[config.mk]
export PLATFORM = sky130hd
export DESIGN_NAME = mips_lsu
export DESIGN_NICKNAME = d
export VERILOG_FILES = /design/src/rtl/mips_lsu.sv
export SDC_FILE = /design/constraint.sdc
export NUM_CORES = 1
export LEC_CHECK = 0
export ABC_AREA = 1
export CAP_MARGIN = 20
export CORE_MARGIN = 2
export CORE_UTILIZATION = 30
export DETAILED_ROUTE_END_ITERATION = 10
export SLEW_MARGIN = 0
export SYNTH_ARGS = -nofsm -noshare
export SYNTH_HDL_FRONTEND = slang
export SYNTH_SLANG_ARGS = --single-unit
[constraint.sdc]
create_clock -name clk -period 1.9 [get_ports clk]
set_input_delay 0.38 -clock clk [delete_from_list [all_inputs] [get_ports clk]]
set_output_delay 0.38 -clock clk [all_outputs]
set_load 0.02 [all_outputs]
[src/rtl/mips_lsu.sv]
// mips_lsu: load/store unit with req/ack memory handshake, lane masking and load extension.
// Define MIPS_LSU_TIMEOUT_EN to force a bus error after TIMEOUT_CYCLES cycles in WAIT.
module mips_lsu #(
  parameter int unsigned TIMEOUT_CYCLES = 255,
  parameter int unsigned CNT_W          = 8
) (
  input  logic        clk,
  input  logic        rst_b,
  input  logic        lsu_req,
  input  logic        lsu_we,
  input  logic [1:0]  lsu_size,
  input  logic        lsu_signed,
  input  logic [31:0] lsu_addr,
  input  logic [31:0] lsu_wdata,
  output logic [31:0] lsu_rdata,
  output logic        lsu_done,
  output logic        lsu_stall,
  output logic        lsu_excpt,
  output logic [1:0]  lsu_excpt_code,
  output logic [29:0] mem_addr,
  output logic [31:0] mem_data_in,
  output logic [3:0]  mem_write_en,
  output logic        mem_req,
  input  logic [31:0] mem_data_out,
  input  logic        mem_ack,
  input  logic        mem_excpt
);

  localparam logic [1:0] S_IDLE = 2'd0;
  localparam logic [1:0] S_WAIT = 2'd1;
  localparam logic [1:0] S_DONE = 2'd2;
  localparam logic [1:0] S_ERR  = 2'd3;

  localparam logic [1:0] C_ADEL = 2'b01;
  localparam logic [1:0] C_ADES = 2'b10;
  localparam logic [1:0] C_DBE  = 2'b11;

  if (2 ** CNT_W <= TIMEOUT_CYCLES) begin : g_bad_cnt_w
    $error("mips_lsu: CNT_W too narrow for TIMEOUT_CYCLES");
  end

  logic [1:0]  r_state;
  logic [1:0]  r_size;
  logic [1:0]  r_code;
  logic        r_signed;
  logic [31:0] r_addr;
  logic [31:0] r_wdata;
  logic [31:0] r_rdata;
  logic [3:0]  r_wen;

  logic        w_idle;
  logic        w_wait;
  logic        w_misal;
  logic        w_timeout;
  logic [3:0]  w_mask;
  logic [31:0] w_rep;
  logic [7:0]  w_byte;
  logic [15:0] w_half;
  logic [31:0] w_ext;

  assign w_idle = (r_state == S_IDLE);
  assign w_wait = (r_state == S_WAIT);

  always_comb begin
    w_misal = 1'b0;
    w_mask  = 4'b1111;
    w_rep   = lsu_wdata;
    case (lsu_size)
      2'b00: begin
        w_mask = 4'b0001 << lsu_addr[1:0];
        w_rep  = {4{lsu_wdata[7:0]}};
      end
      2'b01: begin
        w_misal = lsu_addr[0];
        w_mask  = 4'b0011 << lsu_addr[1:0];
        w_rep   = {2{lsu_wdata[15:0]}};
      end
      default: w_misal = |lsu_addr[1:0];
    endcase
  end

  always_comb begin
    w_byte = mem_data_out[7:0];
    case (r_addr[1:0])
      2'd1:    w_byte = mem_data_out[15:8];
      2'd2:    w_byte = mem_data_out[23:16];
      2'd3:    w_byte = mem_data_out[31:24];
      default: w_byte = mem_data_out[7:0];
    endcase
    w_half = r_addr[1] ? mem_data_out[31:16] : mem_data_out[15:0];
    case (r_size)
      2'b00:   w_ext = {{24{r_signed & w_byte[7]}}, w_byte};
      2'b01:   w_ext = {{16{r_signed & w_half[15]}}, w_half};
      default: w_ext = mem_data_out;
    endcase
  end

`ifdef MIPS_LSU_TIMEOUT_EN
  localparam logic [CNT_W-1:0] TO_LAST = CNT_W'(TIMEOUT_CYCLES - 1);
  logic [CNT_W-1:0] r_cnt;

  always_ff @(posedge clk or negedge rst_b) begin
    if (!rst_b) begin
      r_cnt <= '0;
    end else if (w_idle && lsu_req) begin
      r_cnt <= '0;
    end else if (w_wait && (r_cnt != '1)) begin
      r_cnt <= r_cnt + 1'b1;
    end
  end

  assign w_timeout = w_wait && (r_cnt >= TO_LAST);
`else
  assign w_timeout = 1'b0;
`endif

  always_ff @(posedge clk or negedge rst_b) begin
    if (!rst_b) begin
      r_state  <= S_IDLE;
      r_size   <= 2'b00;
      r_code   <= 2'b00;
      r_signed <= 1'b0;
      r_addr   <= '0;
      r_wdata  <= '0;
      r_rdata  <= '0;
      r_wen    <= 4'b0000;
    end else begin
      unique case (r_state)
        S_IDLE: begin
          if (lsu_req && w_misal) begin
            r_code  <= lsu_we ? C_ADES : C_ADEL;
            r_state <= S_ERR;
          end else if (lsu_req) begin
            r_size   <= lsu_size;
            r_signed <= lsu_signed;
            r_addr   <= lsu_addr;
            r_wdata  <= w_rep;
            r_wen    <= lsu_we ? w_mask : 4'b0000;
            r_state  <= S_WAIT;
          end
        end
        // bus error beats ack; ack beats a coincident timeout
        S_WAIT: begin
          if (mem_excpt) begin
            r_code  <= C_DBE;
            r_state <= S_ERR;
          end else if (mem_ack) begin
            r_rdata <= w_ext;
            r_state <= S_DONE;
          end else if (w_timeout) begin
            r_code  <= C_DBE;
            r_state <= S_ERR;
          end
        end
        S_DONE:  r_state <= S_IDLE;
        S_ERR:   r_state <= S_IDLE;
        default: r_state <= S_IDLE;
      endcase
    end
  end

  assign mem_req        = w_wait;
  assign mem_addr       = r_addr[31:2];
  assign mem_data_in    = r_wdata;
  assign mem_write_en   = w_wait ? r_wen : 4'b0000;
  assign lsu_done       = (r_state == S_DONE);
  assign lsu_excpt      = (r_state == S_ERR);
  assign lsu_excpt_code = lsu_excpt ? r_code : 2'b00;
  assign lsu_rdata      = r_rdata;
  assign lsu_stall      = (rst_b & w_idle & lsu_req) | w_wait;

endmodule

==> impl_metrics.json <==
{
  "area_delta_synth_final_pct": 45.5,
  "maxSlewHeadroom": 0.588,
  "routed-via-count": 5135,
  "crit_cells": 4,
  "syn_area_per_cell_um2": 7.51,
  "yosysUniqueCellTypes": 28,
  "hold_class": "in -> async",
  "p_per_area_nw_per_um2": 1550,
  "cp-end-kind": "output port",
  "cts_tree": "yes",
  "rr_startpoint": "r_state[1]",
  "final_cell_area_um2": 7920,
  "dr_wl_met2_um": 6990,
  "yosys-top-cells-area": "dfrtp_1 49%, nand2_1 22%, buf_4 4.8%",
  "viasPerCell": 4.50,
  "drt_first_pass_iters": 4,
  "ys_seq_elements": 107,
  "num_io_pins": 209,
  "reg2regPathDepth": 8,
  "yosysSeqAreaShare": 0.492,
  "hold_buffers": 0,
  "cp_cell_sequence": "inv_2, nand2_2, nor2_1, dlygate4sd2_1",
  "remaining_drc_errors": 0,
  "die_h_um": 139,
  "cp_max_fo": 10,
  "start_kind": "flop",
  "holdWs_ns": 0.104,
  "fin_nets": 1011,
  "post_dp_cell_area_um2": 7640,
  "grt_overflow_total": 0,
  "clk_latency_ns": 0.35,
  "grt_pass1_vias": 4982,
  "synth_nets": 829,
  "synth_area_um2": 5440,
  "syn_inst": 724,
  "final_cell_mix": "321 x nand2_1, 197 x clkdlybuf4s50_1, 107 x dfrtp_1",
  "arrival_ns": 1.43,
  "drive_above_1_share": 0.0670,
  "drt_wl_total_um": 15900,
  "clock_sinks": 107,
  "fin_ws_ns": 0.0850,
  "clk_pin_slew_worst_paths_ns": 0.07,
  "num_rows": 49,
  "p_leak_uw": 0.00389,
  "grt_start_max_net_pins": 108,
  "irDropWorstVdd_uv": 726,
  "max-cap-violations": 0,
  "post-synth-top-area-fraction": 0.492,
  "gp_congestion": 0.844,
  "timing.critical_path.buf_inv": 2,
  "yosysTopAreaCell": "dfrtp_1",
  "cp.required_ns": 1.52,
  "tightest_slew_ns": 0.617,
  "hpwl_um": 11400,
  "maxSlewViolCount": 0,
  "wl_met3_um": 1480,
  "htreeDepth": 3,
  "pre_cts_ws_ns": -0.141,
  "clockRootBuffer": "clkbuf_16",
  "die_x_um": 139,
  "min_period_ns": 1.81,
  "critical_path.max_stage_delay_ns": 0.40,
  "antenna_found_initial": 0,
  "fillers": 1863,
  "wl_per_cell_um": 14.0,
  "initial_utilization": 0.304,
  "cpLargestDelayFamily": "buffers and inverters",
  "grt_pass1_wl_um": 26000,
  "drtIter0Drc": 231,
  "cts_buffers": 9,
  "ant_nets": 0,
  "die_area_um2": 19200,
  "antenna_cells": 0,
  "run_status": "finished clean",
  "final-instance-count-excl-fill": 1140,
  "grt_usage": 0.167,
  "crit_path_top_delay_cell": "dfrtp_1",
  "dr.max_layer_used": "met4",
  "wl_met1_um": 7190,
  "ys.warnings.count": 0,
  "fin_crit_sh": 0.955,
  "final_common_cell": "nand2_1",
  "core_um2": 17900,
  "ctsLongestPathBuffers": 2,
  "fmax_mhz": 551,
  "portBuffers": 208,
  "reg2reg_to": "lsu_rdata[7]",
  "rsz0062_at_grt": "false",
  "path_class": "reg -> out",
  "final_hold_viol_count": 0,
  "dp_cells": 1124,
  "r2r_setup_slack_ns": 0.33,
  "setup-violations-final": 0,
  "finClkSkew_ns": 0.00515
}
==> worst reg2reg max path, stage by stage, from the launching register on <==
cell,delay [ns]
dfrtp_1,0.40
inv_2,0.09
nand2_2,0.13
nor2_1,0.14
nand2_2,0.07
inv_2,0.32
buf_4,0.21
nor2_1,0.04
a21oi_1,0.11
==> routing by layer <==
metal | up-vias | GRT usage
met1 | 2343 | 0.221
met3 | 18 | 0.0552
met4 | 0 | 0.0553
li1 | 2582 | -
met2 | 192 | 0.259
met5 | - | 0
==> logic make-up (layout without fill, tap and decap cells) <==
logic type / Yosys count / count (layout) / synth area share
buf+inv: 109 / 296 / 0.113
flops: 107 / 107 / 0.492
simple gates: 420 / 420 / 0.310
compound gates: 88 / 88 / 0.0842
==> state kept, by name, indices dropped and copies added, names as in the netlist <==
signal / count
r_wen: 4
lsu_rdata: 32
mem_data_in: 32
r_code: 2
r_addr: 32
r_signed: 1
r_size: 2
r_state: 2
==> cell usage after synthesis, drive strengths merged <==
| library cell | count |
|---|---|
| nor2 | 45 |
| nand2 | 324 |
| o211ai | 1 |
| a21oi | 46 |
| dfrtp | 107 |
| nand3 | 31 |
| clkbuf | 8 |
| o21bai | 1 |
| nor3b | 1 |
| o21ai | 33 |
| clkinv | 1 |
| nand4 | 1 |
| buf | 56 |
| nor3 | 1 |
| inv | 44 |
| or2 | 17 |
| a31oi | 7 |
==> how the worst max path moves through the flow <==
| stage | startpoint | endpoint |
|---|---|---|
| 2_1_floorplan | r_state[0] | lsu_rdata[27] |
| 3_3_place_gp | lsu_req | lsu_stall |
| 3_5_place_dp | lsu_req | lsu_stall |
| 4_1_cts | r_state[1] | mem_write_en[3] |
| 5_1_grt | r_state[1] | mem_write_en[0] |
| 6_report | r_state[1] | mem_write_en[0] |
==> timing repair <==
action / CTS / global route
gates resized for setup: 12 / 3
setup endpoints to repair: 10 / 5
pin swaps: 0 / 0
setup buffers: 0 / 0
==> report_power, final <==
group / internal (uW) / switching, uW / total, uW
logic: 2910 / 3500 / 6420
registers: 3360 / 663 / 4030
clock network: 999 / 849 / 1850
total: 7280 / 5010 / 12300
==> metrics by stage <==
stage	utilization	total power [uW]	setup TNS, ns
final	0.442	12300	0
after global routing	0.442	13200	0
after CTS	0.443	12500	0
after detailed placement	0.427	10600	-4.17
after global placement	0.427	10500	-1.56
after floorplan	-	7890	0
==> cell type report <==
| class | instances | area, um^2 | share of cell area |
|---|---|---|---|
| sequential | 107 | 2680 | 0.338 |
| multi-input combinational | 508 | 2150 | 0.272 |
| inverter | 45 | 169 | 0.0213 |
| clock inverter | 3 | 21.3 | 0.00269 |
| clock buffer | 13 | 270 | 0.0341 |
| timing repair buffer | 235 | 2340 | 0.296 |
| tap | 229 | 287 | 0.0362 |
Power figures use the tool's default switching activity.
